File: src/rtl/game_level_controller.sv
// -----------------------------------------------------------------------------
// game_level_controller
//
// Round sequencer for the whack-a-mole game. It steps a round through
// IDLE -> READY (countdown) -> PLAY -> OVER and keeps a per-second timer for
// the HEX display. While playing, it raises the level as the score crosses
// multiples of LEVEL_UP_HITS. Each level shortens the mole timing value
// `speed`, which is floored at MIN_SPEED.
//
// Optional feature: define GAME_HIGH_SCORE_EN to keep the best final score
// across rounds. Without the macro, high_score is tied to zero.
//
// Ports:
//   clock         in   1   system clock, all logic on posedge
//   resetn        in   1   asynchronous active-low reset
//   start         in   1   start button (level), acted on at its rising edge
//   score         in   8   live score from the player block
//   game          out  1   high only while playing
//   speed         out  28  mole timing value for the display controller
//   level         out  3   current level
//   seconds_left  out  8   countdown value for the HEX display
//   state         out  2   IDLE=0, READY=1, PLAY=2, OVER=3
//   game_over     out  1   high in OVER
//   final_score   out  8   score latched when play ends
//   high_score    out  8   best final score (zero unless GAME_HIGH_SCORE_EN)
// -----------------------------------------------------------------------------
module game_level_controller #(
    parameter int unsigned TICKS_PER_SEC = 50_000_000,
    parameter int unsigned READY_SECS    = 3,
    parameter int unsigned ROUND_SECS    = 60,
    parameter int unsigned BASE_SPEED    = 50_000_000,
    parameter int unsigned SPEED_STEP    = 6_000_000,
    parameter int unsigned MIN_SPEED     = 10_000_000,
    parameter int unsigned LEVEL_UP_HITS = 8,
    parameter int unsigned MAX_LEVEL     = 7
) (
    input  logic        clock,
    input  logic        resetn,
    input  logic        start,
    input  logic [7:0]  score,
    output logic        game,
    output logic [27:0] speed,
    output logic [2:0]  level,
    output logic [7:0]  seconds_left,
    output logic [1:0]  state,
    output logic        game_over,
    output logic [7:0]  final_score,
    output logic [7:0]  high_score
);

    typedef enum logic [1:0] {
        IDLE  = 2'd0,
        READY = 2'd1,
        PLAY  = 2'd2,
        OVER  = 2'd3
    } state_t;

    localparam int unsigned DIV_W = (TICKS_PER_SEC > 2) ? $clog2(TICKS_PER_SEC) : 1;
    localparam logic [DIV_W-1:0] DIV_LAST   = DIV_W'(TICKS_PER_SEC - 1);
    localparam logic [7:0]       READY_LOAD = 8'(READY_SECS);
    localparam logic [7:0]       ROUND_LOAD = 8'(ROUND_SECS);
    localparam logic [27:0]      BASE_W     = 28'(BASE_SPEED);
    localparam logic [27:0]      STEP_W     = 28'(SPEED_STEP);
    localparam logic [27:0]      MIN_W      = 28'(MIN_SPEED);
    localparam logic [27:0]      SPAN_W     = 28'(BASE_SPEED - MIN_SPEED);
    localparam logic [2:0]       MAX_LVL_W  = 3'(MAX_LEVEL);
    localparam logic [8:0]       HITS_W     = 9'(LEVEL_UP_HITS);

    state_t           state_q;
    state_t           state_nx;
    logic             start_d;
    logic             start_rise;
    logic [DIV_W-1:0] div_q;
    logic             tick;
    logic [7:0]       seconds_nx;
    logic             new_round;
    logic             end_round;
    logic [8:0]       level_thr;
    logic             level_up;

    // Speed for a given level, saturating at the MIN_SPEED floor so the
    // subtraction can never wrap.
    function automatic logic [27:0] speed_for(input logic [2:0] lvl);
        logic [27:0] reduction;
        reduction = 28'(lvl) * STEP_W;
        if (reduction >= SPAN_W) begin
            return MIN_W;
        end
        return BASE_W - reduction;
    endfunction

    assign start_rise = start & ~start_d;
    assign tick       = (div_q == DIV_LAST) && ((state_q == READY) || (state_q == PLAY));
    assign state      = state_q;

    // The threshold is a 9-bit product so (MAX_LEVEL+1)*LEVEL_UP_HITS cannot
    // overflow against the 8-bit score.
    assign level_thr = (9'(level) + 9'd1) * HITS_W;
    assign level_up  = (state_q == PLAY) && (level < MAX_LVL_W) && ({1'b0, score} >= level_thr);

    // Next-state and countdown decode
    always_comb begin
        state_nx   = state_q;
        seconds_nx = seconds_left;
        new_round  = 1'b0;
        end_round  = 1'b0;
        case (state_q)
            IDLE, OVER: begin
                if (start_rise) begin
                    state_nx   = READY;
                    seconds_nx = READY_LOAD;
                    new_round  = 1'b1;
                end
            end
            READY: begin
                if (tick) begin
                    if (seconds_left == 8'd1) begin
                        state_nx   = PLAY;
                        seconds_nx = ROUND_LOAD;
                    end else begin
                        seconds_nx = seconds_left - 8'd1;
                    end
                end
            end
            PLAY: begin
                if (tick) begin
                    if (seconds_left == 8'd1) begin
                        state_nx   = OVER;
                        seconds_nx = 8'd0;
                        end_round  = 1'b1;
                    end else begin
                        seconds_nx = seconds_left - 8'd1;
                    end
                end
            end
            default: begin
                state_nx = IDLE;
            end
        endcase
    end

    // State, start edge and registered state-decoded outputs
    always_ff @(posedge clock or negedge resetn) begin
        if (!resetn) begin
            state_q      <= IDLE;
            start_d      <= 1'b0;
            game         <= 1'b0;
            game_over    <= 1'b0;
            seconds_left <= 8'd0;
        end else begin
            state_q      <= state_nx;
            start_d      <= start;
            game         <= (state_nx == PLAY);
            game_over    <= (state_nx == OVER);
            seconds_left <= seconds_nx;
        end
    end

    // One-second divider; restarts on every state entry so each phase
    // lasts a whole number of seconds.
    always_ff @(posedge clock or negedge resetn) begin
        if (!resetn) begin
            div_q <= '0;
        end else if ((state_nx != state_q) || (state_q == IDLE) || (state_q == OVER) || tick) begin
            div_q <= '0;
        end else begin
            div_q <= div_q + DIV_W'(1);
        end
    end

    // Level and speed; speed lags level by one register stage
    always_ff @(posedge clock or negedge resetn) begin
        if (!resetn) begin
            level <= 3'd0;
            speed <= BASE_W;
        end else if (new_round) begin
            level <= 3'd0;
            speed <= BASE_W;
        end else begin
            if (level_up) begin
                level <= level + 3'd1;
            end
            speed <= speed_for(level);
        end
    end

    // Score captured on the exit edge; the player's later clear of score is
    // not seen because this only loads on end_round.
    always_ff @(posedge clock or negedge resetn) begin
        if (!resetn) begin
            final_score <= 8'd0;
        end else if (end_round) begin
            final_score <= score;
        end
    end

`ifdef GAME_HIGH_SCORE_EN
    logic [7:0] high_q;

    always_ff @(posedge clock or negedge resetn) begin
        if (!resetn) begin
            high_q <= 8'd0;
        end else if (end_round && (score > high_q)) begin
            high_q <= score;
        end
    end

    assign high_score = high_q;
`else
    assign high_score = 8'd0;
`endif

endmodule
File: config.mk
export PLATFORM = sky130hd
export DESIGN_NAME = game_level_controller
export DESIGN_NICKNAME = d
export VERILOG_FILES = /design/src/rtl/game_level_controller.sv
export SDC_FILE = /design/constraint.sdc
export NUM_CORES = 1
export LEC_CHECK = 0
export BUFFER_PORTS_ARGS = -buffer_cell sky130_fd_sc_hd__buf_2
export CAP_MARGIN = 20
export CORE_MARGIN = 4
export CORE_UTILIZATION = 52
export DETAILED_ROUTE_END_ITERATION = 8
export PLACE_DENSITY_LB_ADDON = 0.12
export REMOVE_ABC_BUFFERS = 1
export SYNTH_ARGS = -nofsm -noshare
export SYNTH_HDL_FRONTEND = slang
export SYNTH_SLANG_ARGS = --single-unit
File: constraint.sdc
create_clock -name clock -period 3.2 [get_ports clock]
set_input_delay 0.96 -clock clock [delete_from_list [all_inputs] [get_ports clock]]
set_output_delay 0.96 -clock clock [all_outputs]
set_load 0.01 [all_outputs]
==> results.json <==
{
  "fin_crit_ns": 3.02,
  "clock.fmax_ghz": 0.331,
  "cts_buffers": 9,
  "synth_edf_count": 0,
  "ff2ff_path_depth": 11,
  "drc": 0,
  "worstPathRequired_ns": 3.44,
  "dp_hpwl_um": 7630,
  "drt-pass1-iter-count": 4,
  "portBuffers": 54,
  "power.density_mw_per_mm2": 444,
  "ctsRootBufferMaster": "clkbuf_8",
  "yosysWarnings": 0,
  "row_count": 33,
  "final_cells": 651,
  "grt_overflow": 0,
  "h-tree-depth": 3,
  "grt_pass1_vias": 3707,
  "peakVddDrop_v": 0.000269,
  "postSynthAreaPerCell_um2": 9.72,
  "critical_path.top_delay_family": "adder cells",
  "routed_wl_um": 10300,
  "clkTransAtPathRegs_ns": 0.08,
  "maxCapViolations": 0,
  "boundaryPins": 70,
  "grt_start_max_net_pins": 71,
  "drive_gt1_share_pct": 25.3,
  "min-delay-path-class": "flop to flop",
  "rrSetupSlack_ns": 0.18,
  "final_max_slew_viol_count": 0,
  "synth_cells": 468,
  "grt_use_total_pct": 21.3,
  "maxSlewHeadroom_pct": 62.0,
  "antenna_cells": 0,
  "holdWs_ns": 0.481,
  "worstReg2RegEnd": "speed[16]",
  "finalCritPeriodShare_pct": 94.4,
  "crit_chain": "fa_1, ha_1, inv_1, fa_2, nor3b_1, o31ai_2, and2_1, o21a_1, o21ai_4, buf_4, and3_1",
  "synthToLayoutAreaGrowth_pct": 14.5,
  "clock-sinks": 70,
  "setup_viol_count_final": 0,
  "worstHoldStart": "div_q[0]",
  "drt_iter0_drc": 192,
  "tightest_slew_ns": 0.567,
  "viasPerCell": 5.60,
  "start_util_pct": 54.3,
  "synth_area_mm2": 0.00455,
  "gp_congestion": 0.954,
  "crit_buf_inv": 2,
  "die-area_mm2": 0.0103,
  "critPathArrivalTime_ns": 3.26,
  "synth_async_sr_flop_share_pct": 100,
  "cts_max_path_buffers": 2,
  "crit_start": "level[0]",
  "grt_first_pass_wirelength_um": 17400,
  "cp-end-kind": "flop",
  "synthFlopType": "dfrtp_1",
  "rsz0062_at_grt": "no",
  "holdPathStages": 1,
  "finalHoldViolCount": 0,
  "whs_endpoint": "div_q[0]",
  "skew_ns": 0.0131,
  "synth_seq_cells": 70,
  "fp.dieW_um": 102,
  "ys_seq_area_share_pct": 38.8,
  "dp_cells": 634,
  "core_area_mm2": 0.00838,
  "fin_tns_setup_ns": 0,
  "status": "finished clean",
  "wl_per_cell_um": 15.8,
  "fin_util_pct": 62.1,
  "r2r-start": "level[0]",
  "leakagePower_nw": 2.34,
  "critPathLaunchType": "flop",
  "slowest_stage": "fa_1",
  "max_stage_delay_ns": 0.54,
  "critPathKind": "flop to flop",
  "antenna_found_initial": 0,
  "cts_tree": "yes",
  "worstPathMaxFanout": 7,
  "antenna_left": 0,
  "finalNetCount": 587,
  "synthDistinctLibCells": 77,
  "via_count": 3643,
  "die-height_um": 102,
  "hold_buffers": 0,
  "clk-insertion-delay-late_ns": 0.36
}
## synthesized netlist by cell type, types with 3 or more instances
cell,count,share of area [%]
a211oi_1,4,0.66
a21o_1,4,0.66
a21oi_1,22,2.4
a31oi_1,3,0.41
and2_1,4,0.55
and3_1,8,1.1
and4_1,4,0.77
buf_2,5,0.55
buf_4,17,2.8
dfrtp_1,58,32
dfstp_2,12,6.9
fa_1,5,2.2
ha_1,30,8.2
inv_1,33,2.7
mux2_2,8,2.0
mux2i_1,3,0.66
nand2_1,24,2.0
nand2b_1,3,0.41
nand3_1,19,2.1
nand3b_1,4,0.66
nand4_1,5,0.69
nor2_1,46,3.8
nor2b_1,5,0.69
nor3_1,6,0.66
nor3_2,3,0.66
nor3b_1,4,0.66
nor4_1,3,0.41
o21a_1,4,0.66
o21ai_0,12,1.3
o21ai_1,4,0.44
o22a_1,4,0.77
o31ai_1,5,0.82
or3_1,10,1.4
xnor2_1,23,4.4
xor2_1,13,2.5
## registers in the layout, summed over array words and instances, names as in the netlist
name,cells
speed,20
game,1
seconds_left,8
level,3
start_d,1
final_score,8
div_q,26
game_over,1
state,2
## repair_timing
item | 4_1_cts | 5_1_grt
buffers inserted | 0 | 1
endpoints found under the setup margin | 0 | 17
hold endpoints to repair | 0 | 0
gates resized for setup | 0 | 13
## worst register-to-register path: stages (launching register included)
cell,delay [ns]
dfrtp_2,0.44
fa_1,0.54
ha_1,0.16
inv_1,0.06
fa_2,0.36
nor3b_1,0.18
o31ai_2,0.30
and2_1,0.22
o21a_1,0.20
o21ai_4,0.11
buf_4,0.17
and3_1,0.17
## final cells by class
class	count	area [um2]
Inverter	33	124
Timing Repair Buffer	73	425
Sequential cell	70	1770
Clock buffer	10	128
Fill cell	733	3170
Tap cell	105	131
Clock inverter	6	46.3
Multi-Input combinational cell	354	2580
## metal layers
metal / vias up / part of all wire, % / global-route usage [%]
met5: - / 0 / 0
met4: 0 / 1.2 / 6.75
met3: 12 / 7.3 / 5.03
met2: 132 / 45 / 33.0
met1: 1736 / 46 / 29.5
li1: 1763 / - / -
## layout by cell type (no fill, tap or decap), types with 5 or more instances in the layout
cell       n
xnor2_1   22
or3_1     10
inv_1     33
mux2_2     8
xor2_1    13
and3_1     8
conb_1    16
a21oi_1   20
dfrtp_1   56
clkbuf_8   9
nor2_1    46
buf_4     18
nor3_1     6
nand3_1   19
o21ai_0   12
ha_1      29
dfstp_2   12
nand4_1    5
buf_2     54
nand2_1   24
## worst max path at each step
stage                      to  depth (start not counted)
floorplan           speed[22]                         12
global placement     speed[8]                         12
detailed placement   speed[8]                         11
CTS                 speed[16]                         11
global route        speed[22]                         11
finish              speed[16]                         11
## power by group
| group | switching [mW] | internal, mW |
|---|---|---|
| Combinational | 0.406 | 0.242 |
| Clock | 0.360 | 0.285 |
| Sequential | 0.0685 | 0.950 |
| Total | 0.834 | 1.48 |
## logic make-up after synthesis
| kind of cell | Yosys count | share of synthesized area [%] |
|---|---|---|
| AND/OR/NAND/NOR | 161 | 19.2 |
| AO/OA/AOI/OAI | 95 | 15.3 |
| flip-flops | 70 | 38.8 |
| buffers and inverters | 59 | 6.57 |
| XOR/XNOR | 36 | 6.93 |
| adder cells (fa/ha/maj) | 35 | 10.4 |
| multiplexers | 11 | 2.64 |
| other | 1 | 0.0824 |
## through the flow
stage / cell area (um2) / setup slack (ns) / total power [mW]
2_1_floorplan: 4430 / 0.0247 / 1.47
3_3_place_gp: 4980 / 0.133 / 1.66
3_5_place_dp: 4980 / 0.0785 / 1.69
4_1_cts: 5150 / 0.0694 / 2.33
5_1_grt: 5210 / 0.0126 / 2.47
6_report: 5210 / 0.179 / 2.31
Power figures use the tool's default switching activity.
